`src/rtl/rx_seq_ctrl.sv`:
```
// rtl/rx_seq_ctrl.sv - UART receive sequencer: start validation, shift strobes, stop check, buffer load
module rx_seq_ctrl #(
  parameter int CLKS_PER_BIT = 10,
  parameter int DATA_BITS    = 8
) (
  input  logic clk,
  input  logic rst,
  input  logic sync_in,
  input  logic new_packet_detected,
  input  logic framing_error,
  output logic shift_strobe,
  output logic sbc_clear,
  output logic sbc_enable,
  output logic load_buffer,
  output logic false_start,
  output logic busy
);

  localparam int HALF = CLKS_PER_BIT / 2;
  localparam int CW   = $clog2(CLKS_PER_BIT);
  localparam int BW   = $clog2(DATA_BITS + 2);

  localparam logic [CW-1:0] HALF_LAST = CW'(HALF - 1);
  localparam logic [CW-1:0] BIT_LAST  = CW'(CLKS_PER_BIT - 1);
  localparam logic [CW-1:0] PRE_LAST  = CW'(CLKS_PER_BIT - 2);
  localparam logic [BW-1:0] STOP_IDX  = BW'(DATA_BITS + 1);

  typedef enum logic [2:0] {
    IDLE      = 3'd0,
    START_CHK = 3'd1,
    RECEIVE   = 3'd2,
    STOP_CHK  = 3'd3,
    ERR_WAIT  = 3'd4,
    LOAD      = 3'd5
  } state_t;

  state_t        state;
  logic [CW-1:0] cnt;
  logic [BW-1:0] bitcnt;

  // Outputs are decided on the transition so each pulse lines up with the
  // state/count value it belongs to (strobe coincides with cnt == last).
  always_ff @(posedge clk) begin
    if (rst) begin
      state        <= IDLE;
      cnt          <= '0;
      bitcnt       <= '0;
      shift_strobe <= 1'b0;
      sbc_clear    <= 1'b0;
      sbc_enable   <= 1'b0;
      load_buffer  <= 1'b0;
      false_start  <= 1'b0;
      busy         <= 1'b0;
    end else begin
      shift_strobe <= 1'b0;
      sbc_clear    <= 1'b0;
      sbc_enable   <= 1'b0;
      load_buffer  <= 1'b0;
      false_start  <= 1'b0;
      case (state)
        IDLE: begin
          if (new_packet_detected) begin
            state     <= START_CHK;
            cnt       <= '0;
            sbc_clear <= 1'b1;
            busy      <= 1'b1;
          end
        end
        START_CHK: begin
          if (cnt == HALF_LAST) begin
            cnt <= '0;
            if (sync_in) begin
              state       <= IDLE;
              false_start <= 1'b1;
              busy        <= 1'b0;
            end else begin
              state  <= RECEIVE;
              bitcnt <= '0;
            end
          end else begin
            cnt <= cnt + CW'(1);
          end
        end
        RECEIVE: begin
          if (cnt == BIT_LAST) begin
            cnt <= '0;
            if (bitcnt == STOP_IDX) begin
              state      <= STOP_CHK;
              sbc_enable <= 1'b1;
            end
          end else begin
            cnt <= cnt + CW'(1);
            if (cnt == PRE_LAST) begin
              shift_strobe <= 1'b1;
              bitcnt       <= bitcnt + BW'(1);
            end
          end
        end
        STOP_CHK: state <= ERR_WAIT;
        ERR_WAIT: begin
          if (framing_error) begin
            state <= IDLE;
            busy  <= 1'b0;
          end else begin
            state       <= LOAD;
            load_buffer <= 1'b1;
          end
        end
        LOAD: begin
          state <= IDLE;
          busy  <= 1'b0;
        end
        default: begin
          state <= IDLE;
          busy  <= 1'b0;
        end
      endcase
    end
  end

endmodule
```
`config.mk`:
```
export PLATFORM = sky130hd
export DESIGN_NAME = rx_seq_ctrl
export DESIGN_NICKNAME = d
export VERILOG_FILES = /design/src/rtl/rx_seq_ctrl.sv
export SDC_FILE = /design/constraint.sdc
export NUM_CORES = 1
export LEC_CHECK = 0
export ABC_AREA = 1
export BUFFER_PORTS_ARGS = -buffer_cell sky130_fd_sc_hd__buf_2
export CORE_MARGIN = 4
export CORE_UTILIZATION = 41
export CTS_BUF_LIST = sky130_fd_sc_hd__clkbuf_2
export CTS_CLUSTER_SIZE = 10
export DETAILED_ROUTE_END_ITERATION = 6
export PLACE_DENSITY = 0.71
export SYNTH_ARGS = -nofsm -noshare
export SYNTH_HDL_FRONTEND = slang
export SYNTH_SLANG_ARGS = --single-unit
export TNS_END_PERCENT = 100
```
`constraint.sdc`:
```
create_clock -name clk -period 1.7 [get_ports clk]
set_input_delay 0.085 -clock clk [delete_from_list [all_inputs] [get_ports clk]]
set_output_delay 0.085 -clock clk [all_outputs]
set_load 0.02 [all_outputs]
```
; Word level (Yosys, flattened, before mapping)
; Cells that the tools add are included.
[op_classes]
n_addsub = 2
eq_ne = 17
mux = 26
bitwise_logic = 7
n_reduce_logical = 13
[ops]
columns = op, n
row1 = 4-bit 2-to-1 mux, 7
row2 = "2-bit != test, second input constant", 9
row3 = 3-bit 2-to-1 mux, 5
row4 = 3-bit case mux with 5 select lines, 1
row5 = "4-bit equality test, second input constant", 3
row6 = 4-bit case mux with 3 select lines, 1
row7 = 5-bit AND reduction, 2
row8 = 1-bit 2-to-1 mux, 9
row9 = 3-bit OR reduction, 3
row10 = "4-bit by 1-bit adder with 4-bit output, second input constant", 2
row11 = 4-bit case mux with 2 select lines, 1
row12 = 1-bit inverter, 7
row13 = "3-bit by 2-bit equality test with 1-bit output, second input constant", 2
row14 = 2-bit OR reduction, 3
row15 = "4-bit by 3-bit equality test with 1-bit output, second input constant", 1
row16 = 1-bit case mux with 4 select lines, 1
row17 = 4-bit AND reduction, 1
row18 = "3-bit by 1-bit equality test with 1-bit output, second input constant", 1
row19 = "3-bit equality test, second input constant", 1
row20 = 3-bit logical NOT, 1
row21 = 3-bit nonzero test, 1
row22 = 2-bit 2-to-1 mux, 1
row23 = 2-bit AND reduction, 1
row24 = 2-bit nonzero test, 1
[word_totals]
reg_bits = 17
inputBits = 5
out_inout_bits = 6
word_cells = 74

; Logic depth before layout (Yosys ltp)
[depth]
ltp_word = 4
ltp_mapped = 10
mapped_depth_nobuf = 10

; Worst setup path after synthesis
; OpenSTA, ideal clock, no wires.
[synth_timing]
path_type = register to register
from = register cnt[0]
to = register bitcnt[0]
setup_ns = 0.113
arrival_time_ns = 1.190
required_time_ns = 1.587
path_slack_ns = 0.397
stages_incl_launch_ff = 10
path_buffers = 0
period_less_slack_ns = 1.303
cell_sequence = dfxtp_1 inv_1 ha_1 nand3_1 o21ai_1 nand2_1 nor2_4 nand2_1 nand2_1 nor2_1
[synth_between]
elab_chain_cells = 3
word_cells_on_any_way = 7
cone_classes = eq/ne: 6 / reduce/logical: 1
[synth_lines]
columns = item, line_no
row1 = from (decl), 38  ; logic [CW-1:0] cnt;
row2 = from (signal assigned), 81  ; cnt <= cnt + CW'(1);
row3 = from (signal assigned), 92  ; cnt <= cnt + CW'(1);
row4 = 4-bit equality test (tied with other cells), 93  ; if (cnt == PRE_LAST) begin
row5 = 2-bit != test (no line), -
row6 = 5-bit AND reduction (no line) *, -
row7 = to (signal assigned), 95  ; bitcnt <= bitcnt + BW'(1);
row8 = to (decl), 39  ; logic [BW-1:0] bitcnt;
; Mark *: on every way between the ends. The rest lies on a longest branch, timed or not.
; A chain may end at the register's enable or synchronous reset.

; Worst setup path after layout
[layout_timing]
from = register cnt[0]
to = register bitcnt[1]
; Same word-level chain as after synthesis.

==> impl_results.md <==
* Diodes inserted at 0
* Die ar. at 3020 um2
* Static Leak at 0.471 nW
* Worst Path Required at 1.91 ns
* Clock-pin slew on the worst setup and hold paths at 0.19 ns
* Total negative setup slack at 0 ns
* Post-DP HPWL at 1.37 mm
* Yosys warnings at 0
* DRC viols at 0
* I/O Buffers at 10
* Wire per inst at 10.5 um
* Max FO, Critical Path at 4
* Worst-skew pair later-pin latency at 0.29 ns
* Critical Path Start: cnt[0]
* First-pass GRT wire length at 2.97 mm
* M3 GR Usage at 3.22%
* Crit path depth at 9
* Most frequent cells in the layout: nand2_1 (28), nor2_1 (21), dfxtp_1 (17), inv_1 (14), nand3_1 (11)
* Reg-to-reg endpoint: bitcnt[1]
* Syn Inst Count at 132
* Core area at 2020 um2
* Io pins at 11
* Register-to-Register Setup Slack at 0.18 ns
* First drt pass iteration count at 4
* Share of cells above drive strength 1 at 17.1%
* Worst r2r src: cnt[0]
* Syn nets at 142
* Num CTS Buffers at 3
* Starting Density at 44.7%
* Worst Setup Start Kind: register
* DRT iter0 DRCs at 10
* Period utilization at 89.3%
* Ys flop type: dfxtp_1
* Critical Path Sink: bitcnt[1]
* Design Area, Final at 1010 um2
* Clock sink count at 17
* Nature of the critical path endpoint: register
* Area post-placement at 983 um2
* Met2 Use GR at 22.4%
* FF+latch count, synth at 17
* ANT nets after route at 0
* Max Cap Viol at 0
* RSZ-0062 raised after global routing: false
* R2R cell count at 9
* CTS Hold Bufs at 0
* Post-CTS resize count at 0
* Slowest CP cell: dfxtp_1
* Final hold viol count at 0
* Vias/cell at 4.91
* Commonest non-fill, non-tap cell in the layout: nand2_1
* Nets at 157
* Final hold slack at 0.0743 ns
* Mapped cell area at 903 um2
* Post-place setup slack at 0.217 ns
* Pwr Total at 0.00145 W
* Slew @ Worst Pin at 0.260 ns
* CTS tree: yes
* Overall Global Routing Usage at 13.4%
* Worst path most repeated cell: nand2_1
* Die Y at 54.9 um
* Final setup vio count at 0
* Worst vdd ir at 0.829 mV
* Post CTS Setup Buffer Count at 0
* Status: finished clean
* CTS H-Tree Depth at 1
* Busiest grt layer: met2
* Family with the most delay on the worst path: simple AND/OR/NAND/NOR gates
* Crit-path max cell delay at 0.38 ns
* Vias in the first global route at 790
* Mean Syn Cell Area at 6.84 um2
* GPL Wtd Cong at 0.852
* Worst-path cell chain: inv_1 -> ha_1 -> nand3_1 -> o21ai_1 -> nand2_1 -> nor2_4 -> nand2_1 -> nand2_1 -> nor2_1
* PD cells at 1430 nW/um2
* Worst Skew at 0.00887 ns
* Synth async-reset ratio at 0%
* Row count at 16
* Initial antenna violation count at 0
* Critical path class: register to register
* Fin. max-slew vios at 0
* Max-slew headroom at 82.5%
* Die Wd at 54.9 um
* Fin crit period at 1.52 ns
* Root buf cell: clkbuf_2
* Max Clock Freq at 0.658 GHz
* Global Route met1 Usage at 16.2%
* CTS max path bufs at 2
* Largest net degree at the start of global routing at 12
* Min-Delay Path Class: primary input to register
* Synth cell types at 22
* Buf/Inv on CP at 1
* Seq/Total Area, Yosys at 37.7%
* EDFF count, synth at 0
* Remaining global-route overflow at 0
* Final worst slack at 0.181 ns
* Hold_sp: sync_in
* Area Overhead vs Synth at 12.2%
* Vias at 850
* Routed Wire Length at 1.82 mm
* Critical Path AT at 1.73 ns
[layer usage]
layer	vias up	share of wire, %
li1	446	-
met4	0	0.60
met1	381	48
met3	2	4.6
met2	21	47
met5	-	0
[layout make-up]
class                      instances  area, um2
clock buffer                       4       20.0
fill                             209       1010
inverter                          17       63.8
multi-input combinational         97        495
sequential                        17        340
tap                               27       33.8
timing repair buffer              11       60.1
[report_power, final]
| part | switching [W] | internal (W) |
|---|---|---|
| Combinational | 0.000456 | 0.000236 |
| Clock | 0.000136 | 0.0000624 |
| Sequential | 0.0000842 | 0.000477 |
[flip-flops by register name, indices dropped and copies added (netlist names)]
| register | count |
|---|---|
| shift_strobe | 1 |
| sbc_clear | 1 |
| cnt | 4 |
| state | 3 |
| false_start | 1 |
| busy | 1 |
| load_buffer | 1 |
| sbc_enable | 1 |
| bitcnt | 4 |
[cells in the mapped netlist, drive strengths merged (2+ instances only)]
library cell  number  area share (%)
a21oi              9             5.0
dfxtp             17              38
ha                 5             6.9
inv               17             7.1
nand2             31              14
nand3             12             7.2
nand4              2             1.4
nor2              24              11
nor3               4             2.2
nor4               2             1.4
o21ai              4             2.2
[cell families after synthesis]
group | Yosys count | synth area share (%)
AO/OA/AOI/OAI | 13 | 7.20
XOR/XNOR | 2 | 1.94
adder cells (fa/ha/maj) | 5 | 6.93
buffers and inverters | 18 | 7.48
flip-flops | 17 | 37.7
AND/OR/NAND/NOR | 77 | 38.8
[worst min-delay path by stage]
stage             endpoint  cells past startpoint  slack, ns
5_1_grt           state[0]                      2       0.08
3_5_place_dp     sbc_clear                      3       0.35
3_3_place_gp     sbc_clear                      3       0.35
2_1_floorplan    sbc_clear                      2       0.23
4_1_cts          sbc_clear                      3       0.01
6_report       false_start                      3       0.07
[stage by stage]
step,instances,utilization [%]
3_5_place_dp,168,48.6
6_report,173,50.1
3_3_place_gp,168,48.6
4_1_cts,172,49.6
2_1_floorplan,132,-
5_1_grt,173,50.1
[worst min-delay path: cells and delay by family]
| kind | cells | cell delay (ns) |
|---|---|---|
| and+or+nand+nor | 1 | 0.06 |
| buffers and inverters | 2 | 0.20 |
Power figures use the tool's default switching activity.
